`config.mk`:
```
export PLATFORM = sky130hd
export DESIGN_NAME = debug_unit
export DESIGN_NICKNAME = d
export VERILOG_FILES = /design/src/rtl/debug_unit.sv
export SDC_FILE = /design/constraint.sdc
export NUM_CORES = 1
export LEC_CHECK = 0
export CORE_ASPECT_RATIO = 1.2
export CORE_MARGIN = 8
export CORE_UTILIZATION = 40
export DETAILED_ROUTE_END_ITERATION = 10
export GPL_TIMING_DRIVEN = 0
export PLACE_DENSITY = 0.74
export SLEW_MARGIN = 15
export SYNTH_ARGS = -nofsm -noshare
export SYNTH_HDL_FRONTEND = slang
export SYNTH_SLANG_ARGS = --single-unit
```
`constraint.sdc`:
```
create_clock -name CLK100MHZ -period 3.7 [get_ports CLK100MHZ]
set_clock_uncertainty 0.15 [all_clocks]
set_input_delay 0.37 -clock CLK100MHZ [delete_from_list [all_inputs] [get_ports CLK100MHZ]]
set_output_delay 0.37 -clock CLK100MHZ [all_outputs]
set_load 0.02 [all_outputs]
```
`src/rtl/debug_unit.sv`:
```
// Debug command controller: decodes host bytes, loads instruction memory,
// gates the CPU clock enable for run/step and sends the PC back over the UART.
module debug_unit #(
  parameter int LEN     = 32,
  parameter int NB_ADDR = 10
) (
  input  logic               CLK100MHZ,
  input  logic               SWITCH_RESET,
  input  logic [7:0]         rx_data,
  input  logic               rx_done,
  input  logic               halt,
  input  logic [LEN-1:0]     pc,
  input  logic               tx_done,
  output logic               tx_start,
  output logic [7:0]         tx_data,
  output logic               imem_wr_en,
  output logic [NB_ADDR-1:0] imem_addr,
  output logic [LEN-1:0]     imem_data,
  output logic               cpu_enable,
  output logic               cpu_reset,
  output logic [2:0]         state_dbg
);

  localparam int NBYTES = LEN / 8;
  localparam int BC_W   = (NBYTES > 1) ? $clog2(NBYTES) : 1;
  localparam logic [BC_W-1:0] LAST_BYTE = BC_W'(NBYTES - 1);

  localparam logic [7:0] CMD_START   = 8'h01;
  localparam logic [7:0] CMD_CONT    = 8'h02;
  localparam logic [7:0] CMD_STEPMOD = 8'h03;
  localparam logic [7:0] CMD_REPROG  = 8'h05;
  localparam logic [7:0] CMD_STEP    = 8'h06;

  typedef enum logic [2:0] {
    S_IDLE      = 3'd0,
    S_READY     = 3'd1,
    S_PROGRAM   = 3'd2,
    S_RUN       = 3'd3,
    S_WAIT_STEP = 3'd4,
    S_STEP      = 3'd5,
    S_SEND      = 3'd6,
    S_DONE      = 3'd7
  } state_t;

  state_t               state_q, state_d;
  logic [BC_W-1:0]      byte_cnt_q, byte_cnt_d;
  logic [NB_ADDR-1:0]   addr_q, addr_d;
  logic                 wr_en_q, wr_en_d;
  logic [LEN-1:0]       wdata_q, wdata_d;
  logic                 halted_q, halted_d;
  logic                 step_q, step_d;
  logic [BC_W-1:0]      tx_idx_q, tx_idx_d;
  logic                 tx_busy_q, tx_busy_d;
  logic                 tx_start_q, tx_start_d;
  logic [7:0]           tx_data_q, tx_data_d;
  // Bytes received so far for the word being assembled; the last byte joins on the fly.
  logic [LEN-9:0]       word_q, word_d;
  logic [LEN-1:0]       pc_cap_q, pc_cap_d;

  always_comb begin
    state_d    = state_q;
    byte_cnt_d = byte_cnt_q;
    addr_d     = addr_q;
    wr_en_d    = 1'b0;
    wdata_d    = wdata_q;
    halted_d   = halted_q;
    step_d     = step_q;
    tx_idx_d   = tx_idx_q;
    tx_busy_d  = tx_busy_q;
    tx_start_d = 1'b0;
    tx_data_d  = tx_data_q;
    word_d     = word_q;
    pc_cap_d   = pc_cap_q;
    cpu_enable = 1'b0;
    cpu_reset  = 1'b0;

    unique case (state_q)
      S_IDLE: begin
        cpu_reset = 1'b1;
        if (rx_done && rx_data == CMD_START) state_d = S_READY;
      end
      S_READY: begin
        cpu_reset = 1'b1;
        if (rx_done) begin
          case (rx_data)
            CMD_REPROG: begin
              state_d    = S_PROGRAM;
              addr_d     = '0;
              byte_cnt_d = '0;
            end
            CMD_CONT:    state_d = S_RUN;
            CMD_STEPMOD: begin
              state_d = S_WAIT_STEP;
              step_d  = 1'b1;
            end
            default: ;
          endcase
        end
      end
      S_PROGRAM: begin
        cpu_reset = 1'b1;
        if (rx_done) begin
          word_d = {rx_data, word_q[LEN-9:8]};
          if (byte_cnt_q == LAST_BYTE) begin
            byte_cnt_d = '0;
            wr_en_d    = 1'b1;
            wdata_d    = {rx_data, word_q};
          end else begin
            byte_cnt_d = byte_cnt_q + 1'b1;
          end
        end
        // End marker or last address stops the load without wrapping the address.
        if (wr_en_q) begin
          if (wdata_q == '1 || addr_q == '1) state_d = S_READY;
          else                               addr_d  = addr_q + 1'b1;
        end
      end
      S_RUN: begin
        cpu_enable = 1'b1;
        if (halt) begin
          pc_cap_d = pc;
          halted_d = 1'b1;
          state_d  = S_SEND;
        end
      end
      S_WAIT_STEP: begin
        if (rx_done && rx_data == CMD_STEP) state_d = S_STEP;
      end
      S_STEP: begin
        cpu_enable = 1'b1;
        if (halt) halted_d = 1'b1;
        pc_cap_d = pc;
        state_d  = S_SEND;
      end
      S_SEND: begin
        if (!tx_busy_q) begin
          tx_start_d = 1'b1;
          tx_data_d  = pc_cap_q[{tx_idx_q, 3'b000} +: 8];
          tx_busy_d  = 1'b1;
        end else if (tx_done) begin
          tx_busy_d = 1'b0;
          if (tx_idx_q == LAST_BYTE) begin
            tx_idx_d = '0;
            state_d  = (step_q && !halted_q) ? S_WAIT_STEP : S_DONE;
          end else begin
            tx_idx_d = tx_idx_q + 1'b1;
          end
        end
      end
      S_DONE: begin
        if (rx_done && rx_data == CMD_START) begin
          state_d  = S_READY;
          halted_d = 1'b0;
          step_d   = 1'b0;
        end
      end
      default: state_d = S_IDLE;
    endcase
  end

  always_ff @(posedge CLK100MHZ) begin
    if (SWITCH_RESET) begin
      state_q    <= S_IDLE;
      byte_cnt_q <= '0;
      addr_q     <= '0;
      wr_en_q    <= 1'b0;
      wdata_q    <= '0;
      halted_q   <= 1'b0;
      step_q     <= 1'b0;
      tx_idx_q   <= '0;
      tx_busy_q  <= 1'b0;
      tx_start_q <= 1'b0;
      tx_data_q  <= '0;
    end else begin
      state_q    <= state_d;
      byte_cnt_q <= byte_cnt_d;
      addr_q     <= addr_d;
      wr_en_q    <= wr_en_d;
      wdata_q    <= wdata_d;
      halted_q   <= halted_d;
      step_q     <= step_d;
      tx_idx_q   <= tx_idx_d;
      tx_busy_q  <= tx_busy_d;
      tx_start_q <= tx_start_d;
      tx_data_q  <= tx_data_d;
    end
  end

  always_ff @(posedge CLK100MHZ) begin
    word_q   <= word_d;
    pc_cap_q <= pc_cap_d;
  end

  assign tx_start   = tx_start_q;
  assign tx_data    = tx_data_q;
  assign imem_wr_en = wr_en_q;
  assign imem_addr  = addr_q;
  assign imem_data  = wdata_q;
  assign state_dbg  = state_q;

endmodule
```
==> results of run 1 <==
==> cell usage after synthesis, drive strengths merged, types with 2 or more instances <==
| master | n | share of area [%] |
|---|---|---|
| nand2 | 96 | 7.8 |
| dfxtp | 62 | 27 |
| edfxtp | 56 | 36 |
| a21oi | 48 | 5.2 |
| nor2 | 25 | 2.0 |
| clkbuf | 21 | 1.7 |
| o21ai | 11 | 1.2 |
| nand3 | 10 | 1.2 |
| nor3 | 10 | 1.3 |
| mux4 | 8 | 3.9 |
| nand4 | 8 | 1.1 |
| nand2b | 6 | 0.81 |
| a31oi | 5 | 0.67 |
| nor2b | 4 | 0.54 |
| o311ai | 4 | 0.76 |
| or4 | 4 | 0.89 |
| buf | 3 | 0.24 |
| ha | 3 | 0.81 |
| inv | 3 | 0.24 |
| o21a | 3 | 0.65 |
| a211oi | 2 | 0.43 |
| a21o | 2 | 0.32 |
| a22oi | 2 | 0.32 |
| mux2i | 2 | 0.43 |
| o211ai | 2 | 0.32 |
| o31a | 2 | 0.40 |
| o41ai | 2 | 0.38 |
| or3 | 2 | 0.27 |
==> worst max path at each step <==
stage	start	to	slack, ns	cells past startpoint
2_1_floorplan	state_dbg[2]	pc_cap_q[0]	0.35	4
3_3_place_gp	state_dbg[2]	pc_cap_q[6]	-0.09	4
3_5_place_dp	state_dbg[1]	imem_data[17]	0.35	8
4_1_cts	state_dbg[1]	imem_data[14]	0.31	8
5_1_grt	state_dbg[2]	cpu_enable	0.52	5
6_report	state_dbg[2]	cpu_enable	0.68	5
==> stage by stage <==
stage,total power [mW],util [%],hold WS [ns]
floorplan,1.58,-,0.276
finish,3.24,56.0,0.292
global route,3.34,56.0,0.301
global placement,1.68,50.9,0.280
CTS,3.26,56.0,0.291
detailed placement,1.69,51.0,0.282
==> cells by family after synthesis <==
| group | Yosys count | share of synthesized area, % |
|---|---|---|
| xor+xnor | 1 | 0.189 |
| fa+ha+maj | 3 | 0.810 |
| mux | 11 | 4.56 |
| simple gates | 174 | 17.4 |
| compound gates | 89 | 11.8 |
| buf+inv | 27 | 2.19 |
| flops | 118 | 63.0 |
==> state kept, by name, indices dropped and copies added (netlist names) <==
signal / cells
imem_addr: 10
word_q: 24
state_dbg: 3
pc_cap_q: 32
tx_start: 1
tx_busy_q: 1
imem_wr_en: 1
imem_data: 32
tx_idx_q: 2
byte_cnt_q: 2
step_q: 1
halted_q: 1
tx_data: 8
==> final cells by class <==
cell class                      instances  share of cell area, %
Clock inverter                         11                   1.50
Timing Repair Buffer                  100                   15.6
Buffer                                 24                   1.40
Inverter                                3                  0.175
Sequential cell                       118                   45.5
Tap cell                              157                   3.06
Multi-Input combinational cell        278                   25.2
Clock buffer                           21                   7.52
==> layer usage <==
metal / global-route usage (%) / vias up / wire length (µm)
met4: 6.23 / 0 / 102
li1: - / 1784 / -
met3: 6.83 / 9 / 992
met2: 25.3 / 131 / 5680
met5: 0 / - / 0
met1: 16.3 / 1745 / 4450
==> power breakdown <==
part | leakage [nW] | switching (mW) | internal, mW | total (mW)
combinational | 0.762 | 0.143 | 0.102 | 0.245
clock | 0.288 | 0.575 | 1.00 | 1.58
sequential | 1.00 | 0.0116 | 1.40 | 1.41
==> critical path, cell delays in order, from the launching register on <==
cell             delay [ns]
dfxtp_1                0.34
clkbuf_1               0.38
buf_1                  0.42
xnor2_1                0.13
nor2_1                 0.18
clkdlybuf4s50_1        0.65
==> impl_results.md, run 1 <==
- Hold Buf Count CTS: 0
- Setup ws final: 0.677 ns
- Slew @ Worst Pin: about 0.84 ns
- Die width: 114 µm
- Initial antenna violation count: 0
- CTS Root Cell: clkbuf_16
- Max_cap viols: 0
- Hold depth: 0
- Congestion Overflow GR: 0
- Total track usage: around 15%
- Mapped Area: 4640 µm²
- Vias in the first global route: about 3700
- Pins over their slew limit: 0
- Remaining DRCs: 0
- Warnings, synthesis: 0
- Crit Reg-Reg Startpoint: state_dbg[0]
- Final Cell Area: 6420 µm²
- Via Count: 3669
- Core ar.: 11500 µm²
- Worst relative slew slack: between 40% and 50%
- Setup Buffers After CTS: 0
- Post-detail-place hpwl: a little over 8000 µm
- FILL cells: 983
- Path category of the worst min-delay check: flip-flop to flip-flop
- Yosys cell types: 51
- Largest vdd supply drop: between 0.2 and 0.3 mV
- Setup TNS: 0 ns
- Dominant synthesized flop cell: dfxtp_1
- Largest net degree at the start of global routing: 33
- IO Pins: just over 100
- R2R Setup Slk: 0.80 ns
- F_max: 331 MHz
- Final cell count without fillers: around 710
- Fin crit period: 3.02 ns
- Port buffer count: 100
- Clk buf depth: 2
- Htree depth: 4
- # diodes: 0
- CP startpoint kind: flip-flop
- Layout cells sized above 1: 9.37%
- Routed Antenna Nets: 0
- Clock slew at reported path FFs: 0.06 ns
- Post-synthesis sequential area ratio: 63.0%
- Pre-CTS WS: 0.352 ns
- Mapped Cells: 423
- Gp weighted congestion: 0.840
- Row cnt: 43
- Status: completed
- Worst hold path endpoint: word_q[7]
- Synth async-reset ratio: 0%
- Final Hold Viols: 0
- Critical Path End Type: output port
- Nets: 590
- Via-to-Cell Ratio: 5.15
- Most common cell after layout, fill and taps aside: clkdlybuf4s50_1
- WS Path Type: flip-flop to output port
- P_leak: about 2.1 nW
- First-pass GRT wire length: 18100 µm
- Pwr dens: 504 nW/µm²
- Final wirelength: 11200 µm
- Die height: 134 µm
- Endpoints failing setup: 0
- Most frequent cells in the layout: 100 x clkdlybuf4s50_1, 96 x nand2_1, 62 x dfxtp_1
- Worst R2R Path Depth: 8
- Worst endpoint required time: 3.18 ns
- Synthesis-to-finish area growth: 38.5%
- CP arrival: 2.50 ns
- Drt pass-1 iters: 4
- EDFF count, synth: 56
- Routed length per instance: 15.8 µm
- Worst-path maximum fanout: 10
- 1st-iter DRT viols: 258
- Unrepaired setup endpoints after global routing: no
- CTS tree: done
- Mean Syn Cell Area: 11.0 µm²
- Sink Count: 118
- Skew-Pair Late Insertion Delay: 0.40 ns
- CTS buffer count: 17
- Die ar.: 15300 µm²
- Post-synthesis register bit count: 118
- Post-placement cell area: a little under 6000 µm²
- Min-delay src: word_q[15]
- Fin crit share: 81.7%
- RR Endpoint: imem_data[14]
- Placed cell count: between 600 and 700
- CTS resizes: 0
- Starting Density: 40.5%
- Multi-input gate area: 1620 µm²
- FF+latch area: 2920 µm²
- Post-Syn Nets: 471
Power figures use the tool's default switching activity.
==> run 2, diff against run 1 <==
PLACE_DENSITY = 0.76   (was 0.74)
clock period = 2.75 ns   (was 3.7 ns; I/O delays follow)
==> impl_results.md, run 2 (synthesized netlist as in run 1, its figures left out) <==
- Status: completed
- Drt pass-1 iters: 5
- Worst endpoint required time: 2.33 ns
- Met1 Resource Use GR: 16.5%
- Slew @ Worst Pin: 0.853 ns
- Fin crit share: 93.3%
- Min-delay src: pc[28]
- Crit Reg-Reg Startpoint: imem_addr[0]
- Fin crit period: 2.56 ns
- Initial antenna violation count: 0
- Endpoints failing setup: 0
- Unrepaired setup endpoints after global routing: no
- Largest vdd supply drop: 0.491 mV
- Die height: between 100 and 150 µm
- CTS buffer count: 17
- Congestion Overflow GR: 0
- First-pass GRT wire length: 18400 µm
- # diodes: 0
- Routed length per instance: about 16 µm
- Core ar.: between 10000 and 15000 µm²
- Setup Buffers After CTS: 0
- Most frequent cells in the layout: 100 x clkdlybuf4s50_1, 96 x nand2_1, 62 x dfxtp_1
- CP startpoint kind: flip-flop
- Pins over their slew limit: 0
- Die ar.: 15300 µm²
- Largest net degree at the start of global routing: 33
- CP arrival: 2.14 ns
- IO Pins: ~100
- Critical Path End Type: output port
- Worst relative slew slack: a little over two fifths
- Nets: 590
- Die width: approximately 110 µm
- Via-to-Cell Ratio: 5.27
- Row cnt: 43
- WS Path Type: flip-flop to output port
- Worst path slowest cell: clkdlybuf4s50_1
- Final wirelength: 11600 µm
- Hold Buf Count CTS: 0
- P_leak: about 2.1 nW
- Most common cell after layout, fill and taps aside: clkdlybuf4s50_1
- GRT Max-Usage Layer: met2
- Starting Density: 40.5%
- Layout cells sized above 1: 10.6%
- Max_cap viols: 0
- CP startpoint: state_dbg[2]
- 1st-iter DRT viols: 189
- Max stage delay on crit path: 0.64 ns
- Total track usage: roughly 15%
- Pwr dens: 688 nW/µm²
- CTS Root Cell: clkbuf_16
- Port buffer count: 100
- Met2 usage: roughly 26%
- CTS tree: done
- Synthesis-to-finish area growth: 39.2%
- Path category of the worst min-delay check: primary input to flip-flop
- Core Util, Final: 56.3%
- Via Count: 3754
- CP Cell Sequence: clkbuf_2 > buf_2 > xnor2_1 > nor2_1 > clkdlybuf4s50_1
- Post-detail-place hpwl: 8330 µm
- Gp weighted congestion: 0.843
- Clock slew at reported path FFs: 0.06 ns
- Routed Antenna Nets: 0
- Worst-path maximum fanout: 10
- Final cell count without fillers: 712
- Skew-Pair Late Insertion Delay: a little over 0.4 ns
- Remaining DRCs: 0
- Final Cell Area: 6450 µm²
- GR Util met3: 5.89%
- Htree depth: 4
- Clk buf depth: 2
- Final Hold Viols: 0
- Vias in the first global route: 3797
- Sink Count: 118
- F_max: 390 MHz
- Post-placement cell area: roughly 6000 µm²
- Setup TNS: 0 ns
- Placed cell count: 680
-- run 2: metal layers --
layer | wire length [µm] | vias to the layer above | share of wire [%]
met5 | 0 | - | 0
met4 | 297 | 0 | 2.6
met3 | 1060 | 23 | 9.1
met2 | 5710 | 150 | 49
met1 | 4530 | 1797 | 39
li1 | - | 1784 | -
-- run 2: worst max-delay path: cells and delay by family (launching register included) --
family	cells	cell delay (ns)
flops	1	0.35
buf+inv	3	1.14
simple gates	1	0.14
xor+xnor	1	0.10
-- run 2: power by group --
group	total, mW	leakage [nW]	internal (mW)	switching, mW
clock network	2.20	0.288	1.39	0.806
registers	1.91	1.00	1.89	0.0256
logic	0.329	0.777	0.140	0.189
-- run 2: path summary, 6_finish.rpt --
kind | end | slack, ns | cells after the start
max | cpu_enable | 0.19 | 5
min | pc_cap_q[28] | 0.27 | 1
max reg2reg | imem_addr[1] | 0.29 | 7
min reg2reg | word_q[2] | 0.30 | 0
-- run 2: repair_timing --
item                                    CTS  global route
pin swaps                                 0             1
endpoints found under the setup margin   36            62
cloned                                    0             1
resized for setup                         4             3
-- run 2: stage by stage --
| step | hold WS (ns) | total power, mW | setup WS [ns] |
|---|---|---|---|
| CTS | 0.258 | 4.46 | 0.0218 |
| detailed placement | 0.285 | 2.27 | -0.575 |
| global placement | 0.280 | 2.26 | -0.466 |
| floorplan | 0.224 | 2.13 | 0.0651 |
| finish | 0.268 | 4.44 | 0.185 |
| global route | 0.257 | 4.58 | 0.0901 |
-- run 2: cell type report --
type / instances / area, µm²
buffer: 23 / 90.1
clock buffer: 18 / 450
timing repair buffer: 100 / 1000
fill: 977 / 5010
sequential: 118 / 2920
inverter: 3 / 11.3
tap: 157 / 196
multi-input combinational: 279 / 1630
clock inverter: 14 / 148
==> run 3, diff against run 2 <==
CTS_BUF_LIST = sky130_fd_sc_hd__clkbuf_4 sky130_fd_sc_hd__clkbuf_8   (was not set)
==> impl_results.md, run 3 (synthesized netlist as in run 1, its figures left out) <==
- Status: completed
- # diodes: 0
- Net Sw Frac: about a quarter
- Starting Density: 40.5%
- CP startpoint kind: flip-flop
- CTS tree: done
- Largest net degree at the start of global routing: 33
- Core ar.: 11500 µm²
- Pins over their slew limit: 0
- Pre-CTS WS: -0.575 ns
- Drt pass-1 iters: 4
- Row cnt: 43
- Die ar.: 15300 µm²
- Max_cap viols: 0
- Slew @ Worst Pin: 0.860 ns
- Max stage delay on crit path: 0.64 ns
- Setup ws final: approximately 0.15 ns
- Core Util, Final: 54.6%
- Routed length per instance: 15.9 µm
- Final wirelength: 11300 µm
- Congestion Overflow GR: 0
- Worst-path maximum fanout: 12
- Initial antenna violation count: 0
- Layout cells sized above 1: 10.5%
- WS Path Type: flip-flop to output port
- Final Hold Viols: 0
- FF+latch area: 2920 µm²
- Clock slew at reported path FFs: 0.07 ns
- Pwr dens: 614 nW/µm²
- F_max: 384 MHz
- Worst relative slew slack: 42.6%
- Placed cell count: 680
- Final hold slack: 0.259 ns
- Endpoints failing setup: 0
- CP arrival: between 2 and 2.5 ns
- Vias in the first global route: 3776
- Htree depth: 4
- Sequential Power Share: roughly half
- Synthesis-to-finish area growth: 35.0%
- Via-to-Cell Ratio: 5.23
- Remaining DRCs: 0
- Fin crit share: 94.6%
- 1st-iter DRT viols: 170
- Gp weighted congestion: 0.843
- Path category of the worst min-delay check: primary input to flip-flop
- Most common cell after layout, fill and taps aside: clkdlybuf4s50_1
- Nets: about 600
- Unrepaired setup endpoints after global routing: no
- CTS Root Cell: clkbuf_8
- Final cell count without fillers: 711
- Post-detail-place hpwl: 8330 µm
- CTS buffer count: 17
- Net Switching: 0.924 mW
- CP Cell Sequence: buf_2 > xnor2_1 > nor2_1 > clkdlybuf4s50_1
- Worst endpoint required time: 2.33 ns
- Port buffer count: 100
- Hold Buf Count CTS: 0
- Sink Count: approximately 120
- Combinational Power Share: 8.4%
- Clk buf depth: 2
- Via Count: about 3700
- Routed Antenna Nets: 0
- Die width: 114 µm
- Critical Path End Type: output port
- IO Pins: 102
- Skew-Pair Late Insertion Delay: 0.41 ns
- Largest vdd supply drop: between 0.3 and 0.4 mV
- Multi-input gate area: 1630 µm²
- Die height: 134 µm
- Total track usage: approximately 15%
- First-pass GRT wire length: 18200 µm
- P_leak: 1.98 nW
- Fin crit period: 2.60 ns
- Clock power share: 41.9%
- Total power: between 3 and 4 mW
- Worst path slowest cell: clkdlybuf4s50_1
- FILL cells: about 1000
- Pint: 2.92 mW
- Most frequent cells in the layout: 100 x clkdlybuf4s50_1, 96 x nand2_1, 62 x dfxtp_1
==> run 3: cell count changes in the layout (fill, tap and decap cells not counted), sizes merged <==
cell    previous run  this run
bufinv             2         3
clkbuf            38        36
==> run 3: cell type report <==
class	count	area share [%]
Buffer	22	1.36
Timing Repair Buffer	100	16.0
Clock inverter	15	2.84
Sequential cell	118	46.7
Clock buffer	17	3.74
Multi-Input combinational cell	279	26.1
Tap cell	157	3.14
Inverter	3	0.180
==> run 3: per-layer routing <==
layer  vias up  share of wire, %  GRT usage, %
li1       1780                 -             -
met1      1770                39          16.2
met2       148                50          25.7
met3        21               8.9          5.85
met4         0               2.3          7.04
met5         -                 0             0
==> run 3: path summary, 6_finish.rpt <==
kind	from	end	slack (ns)	cells past startpoint
worst max-delay path	state_dbg[2]	cpu_enable	0.15	4
worst min-delay path	pc[28]	pc_cap_q[28]	0.26	1
worst min register to register	word_q[10]	word_q[2]	0.30	0
worst max register to register	state_dbg[2]	pc_cap_q[6]	0.28	3
==> run 3: per-stage QoR <==
step	area (µm²)	TNS, ns
2_1_floorplan	4640	0
3_3_place_gp	5840	-14.55
3_5_place_dp	5840	-17.65
4_1_cts	6250	0
5_1_grt	6260	0
6_report	6260	0
==> run 3: critical path, delay by kind of cell, from the launching register on <==
kind,cells,cell delay [ns]
DFF,1,0.58
xor gates and xnor gates,1,0.10
buffers and inverters,2,0.95
and+or+nand+nor,1,0.14
==> run 3: repair_timing <==
item / CTS / global route
setup endpoints to repair: 49 / 30
buffers inserted: 0 / 0
cloned: 0 / 1
pin swaps: 0 / 1
resized for setup: 4 / 1
==> run 3: power groups by stage <==
stage	combinational, mW	sequential (mW)	clock [mW]
after floorplan	0.182	1.94	0
after global placement	0.319	1.94	0
after detailed placement	0.326	1.94	0
after CTS	0.329	1.90	1.65
after global routing	0.352	1.91	1.74
final	0.323	1.91	1.61
==> RTL change 1: new RTL, config.mk and constraints of run 2 <==
`wdata_q` no longer has a reset.
--- a/src/rtl/debug_unit.sv
+++ b/src/rtl/debug_unit.sv
@@ -164,7 +164,6 @@
       byte_cnt_q <= '0;
       addr_q     <= '0;
       wr_en_q    <= 1'b0;
-      wdata_q    <= '0;
       halted_q   <= 1'b0;
       step_q     <= 1'b0;
       tx_idx_q   <= '0;
@@ -176,7 +175,6 @@
       byte_cnt_q <= byte_cnt_d;
       addr_q     <= addr_d;
       wr_en_q    <= wr_en_d;
-      wdata_q    <= wdata_d;
       halted_q   <= halted_d;
       step_q     <= step_d;
       tx_idx_q   <= tx_idx_d;
@@ -187,6 +185,10 @@
   end
 
   always_ff @(posedge CLK100MHZ) begin
+    wdata_q <= wdata_d;
+  end
+
+  always_ff @(posedge CLK100MHZ) begin
     word_q   <= word_d;
     pc_cap_q <= pc_cap_d;
   end
Behaviour: differs if SWITCH_RESET is asserted again (counterexample within 10 cycles, from zero or initial values and one cycle with SWITCH_RESET high); with SWITCH_RESET held inactive, the same outputs for 10 cycles.
==> RTL change 1 against run 2 <==
- final area fell by 1.6%
- register-to-register slack improved by 0.05 ns
- synthesized area fell by 2.6%
- count of clock-buffer cells in the layout fell by 1
- setup slack got worse by 0.012 ns
- cell count fell by 19%
- sequential cell count did not move
- wire length fell by 14%
Power is not compared: it rests on default switching activity, and its combinational part moved more than twofold at a synthesized area within 25%.
==> RTL change 1: results (changes against run 2) <==
R2R Path Start=state_dbg[0]; mux share of post-synthesis cell area=4.68% (+0.12 points); worst slew pin tran=0.765 ns (-0.0878 ns); Finished Layout Cells=580 (-19%); R2R depth=6 (-1); final wirelength=9960 µm (-14%); length of routed wiring on met1=3830 µm (-15%); final worst slack=0.173 ns (-0.0125 ns); hpwl dp=7250 µm (-13%); top cell types by occurrence after synthesis=88 x edfxtp_1, 39 x nand2_1, 30 x dfxtp_1; Seq/Total Area, Yosys=71.8% (+8.8 points); Post-Synth Adder-Cell Area=0.831% (+0.022 points); met1 usage=13.5% (-2.9 points); # placed instances=548 (-19%); Net Count, Synth=363 (-23%); number of synthesized flops with an enable pin=88 (+57%); global-route wire length before repair=15800 µm (-15%); all-layer global routing usage=13.7% (-1.7 points); vias in the first global route=3210 (-15%); status=finished clean; post-synthesis compound-gate area fraction=8.70% (-3.1 points); nets=483 (-18%); routed wl met2=4920 µm (-14%); Reg2Reg Setup Slack=0.34 ns (+0.05 ns); vias=3035 (-19%); M2 GR Usage=22.9% (-3.1 points); mean post-synth cell area=14.3 µm² (+31%); met3 routed wirelength=1070 µm (+1.6%)
RTL change 1: cell count changes after synthesis, sizes merged, moves of 4 or more:
cell    delta
a21oi     -27
clkbuf    -15
dfxtp     -32
edfxtp    +32
nand2     -57
nand2b     -4
nand3      -4
nor2       -7
nor3       -4
nor4       +4
o311ai     -4
RTL change 1: power by group:
group | internal [W] | leakage [nW] | total [W] | switching [W]
combinational | 0.0000750 | 0.737 | 0.000128 | 0.0000531
clock | 0.00152 | 0.292 | 0.00231 | 0.000794
sequential | 0.00190 | 1.03 | 0.00190 | 0.00000121
total | 0.00350 | 2.06 | 0.00434 | 0.000848
RTL change 1: worst max-delay path, cell delays in order, from the launching register on:
cell and delay [ns]:
dfxtp_1 0.32, clkbuf_1 0.26, clkbuf_2 0.29, a21boi_0 0.20, clkdlybuf4s50_1 0.66
RTL change 1: worst min-delay path by stage:
stage / start / endpoint / slack [ns] / cells past startpoint
5_1_grt: SWITCH_RESET / tx_data[0] / 0.22 / 2
4_1_cts: SWITCH_RESET / tx_data[0] / 0.20 / 2
6_report: SWITCH_RESET / tx_data[0] / 0.21 / 2
3_5_place_dp: word_q[1] / imem_data[1] / 0.26 / 0
3_3_place_gp: word_q[3] / imem_data[3] / 0.25 / 0
2_1_floorplan: rx_data[0] / imem_data[24] / 0.22 / 0
RTL change 1: what timing repair did:
item / 4_1_cts / 5_1_grt
gates resized for setup: 0 / 3
setup endpoints to repair: 0 / 27
setup buffers: 0 / 0
RTL change 1: area by class of cell:
cell class,instances,area (µm²)
Fill cell,897,4690
Sequential cell,118,3240
Multi-Input combinational cell,182,1220
Timing Repair Buffer,101,1030
Clock buffer,17,425
Clock inverter,15,201
Tap cell,132,165
Buffer,10,42.5
Inverter,5,18.8
==> RTL change 2: new RTL, config.mk and constraints of run 2 <==
Without the edit above. The parameter `NB_ADDR` goes from 10 to 20.
--- a/src/rtl/debug_unit.sv
+++ b/src/rtl/debug_unit.sv
@@ -2,7 +2,7 @@
 // gates the CPU clock enable for run/step and sends the PC back over the UART.
 module debug_unit #(
   parameter int LEN     = 32,
-  parameter int NB_ADDR = 10
+  parameter int NB_ADDR = 20
 ) (
   input  logic               CLK100MHZ,
   input  logic               SWITCH_RESET,
Ports: changed (resized imem_addr); port bits go from 102 to 112. The function was not compared with the original's and may differ.
==> RTL change 2 against run 2 <==
- non-clock buffer count grew 21
- synthesized area grew 16%
- cell count grew 16%
- wire length grew 24%
- global-route usage grew 1.1 points
- sequential cell count grew 10
- combinational power shrank 36%
- via count grew 20%
- setup slack lost 0.076 ns
- final area grew 15%
- power grew 3.1%
- highest routed layer unchanged
==> RTL change 2: results (changes against run 2) <==
R2R depth=6 (-1); CP Max Fanout=9 (-1); worst vdd ir=0.000368 V (-25%); mux share of post-synthesis cell area=3.92% (-0.64 points); hold path startpoint=pc[30]; mean post-synth cell area=10.7 µm² (-2.5%); P_leak=2.43 nW (+17%); area of placed instances=6730 µm² (+15%); WHS=0.260 ns (-0.00851 ns); hpwl dp=10500 µm (+26%); post-synthesis compound-gate area fraction=14.9% (+3.0 points); vias in the first global route=4454 (+17%); M2 GR Usage=27.8% (+1.9 points); Worst Setup SP=imem_addr[1]; FF-to-FF End=state_dbg[1]; Seq/Total Area, Yosys=57.8% (-5.2 points); status=finished clean; Synth area leaders=edfxtp_1 31%, dfxtp_1 27%, nand2_1 7.2%; met3 Resource Use GR=7.11% (+1.2 points); global-route wire length before repair=22400 µm (+22%); top cell types by occurrence after synthesis=104 x nand2_1, 72 x dfxtp_1, 56 x a21oi_1, 56 x edfxtp_1; WP data arrival=2.79 ns (+0.65 ns); all-layer global routing usage=16.5% (+1.1 points); Post-Synth Adder-Cell Area=0.695% (-0.11 points); Reg2Reg Setup Slack=0.11 ns (-0.18 ns); Min-Delay Endpoint=pc_cap_q[30]
==> RTL change 2: cell types whose count changed after synthesis, moves of 6 or more <==
cell     change
a21oi_1      +8
a31oi_1     +12
and3_1       +6
dfxtp_1     +10
nand2_1      +8
nand4_1     +10
nor2_1       -8
nor4_1       +7
==> RTL change 2: metal layers <==
metal	share of wire (%)	vias to the layer above
met2	49	173
met4	2.4	0
met1	39	2150
met5	0	-
li1	-	2166
met3	9.7	27
==> RTL change 2: layout make-up <==
cell class | instances | area [µm²]
flip-flops and latches | 128 | 3120
plain buffers | 26 | 131
fillers | 1054 | 5760
repair buffers | 118 | 1160
inverters | 8 | 30.0
clock buffers | 22 | 487
clock inverters | 10 | 148
well taps | 168 | 210
multi-input cells | 343 | 2130
==> RTL change 2: worst max-delay path by stage <==
| stage | endpoint | slack (ns) | depth (start not counted) |
|---|---|---|---|
| floorplan | imem_data[2] | 0.07 | 8 |
| global placement | imem_data[30] | -0.36 | 8 |
| detailed placement | imem_data[15] | -0.45 | 8 |
| CTS | state_dbg[1] | 0.05 | 6 |
| global route | state_dbg[1] | 0.03 | 6 |
| finish | state_dbg[1] | 0.11 | 6 |
==> RTL change 2: cells by family (layout without fill, tap and decap cells) <==
family,Yosys count,count (layout)
AOI/OAI and AO/OA,120,120
muxes,11,11
and+or+nand+nor,209,209
adders and majority gates,3,3
DFF,128,128
buffers and inverters,34,184
==> RTL change 2: power by group <==
part	internal, W	switching (W)	total [W]
clock network	0.00154	0.000839	0.00238
logic	0.000103	0.000107	0.000210
registers	0.00198	0.00000244	0.00198
==> RTL change 2: timing repair <==
action	4_1_cts	5_1_grt
hold buffers	0	0
pin swaps	0	2
cloned	0	0
resized for setup	2	2
buffers inserted	0	7
endpoints found under the setup margin	33	11
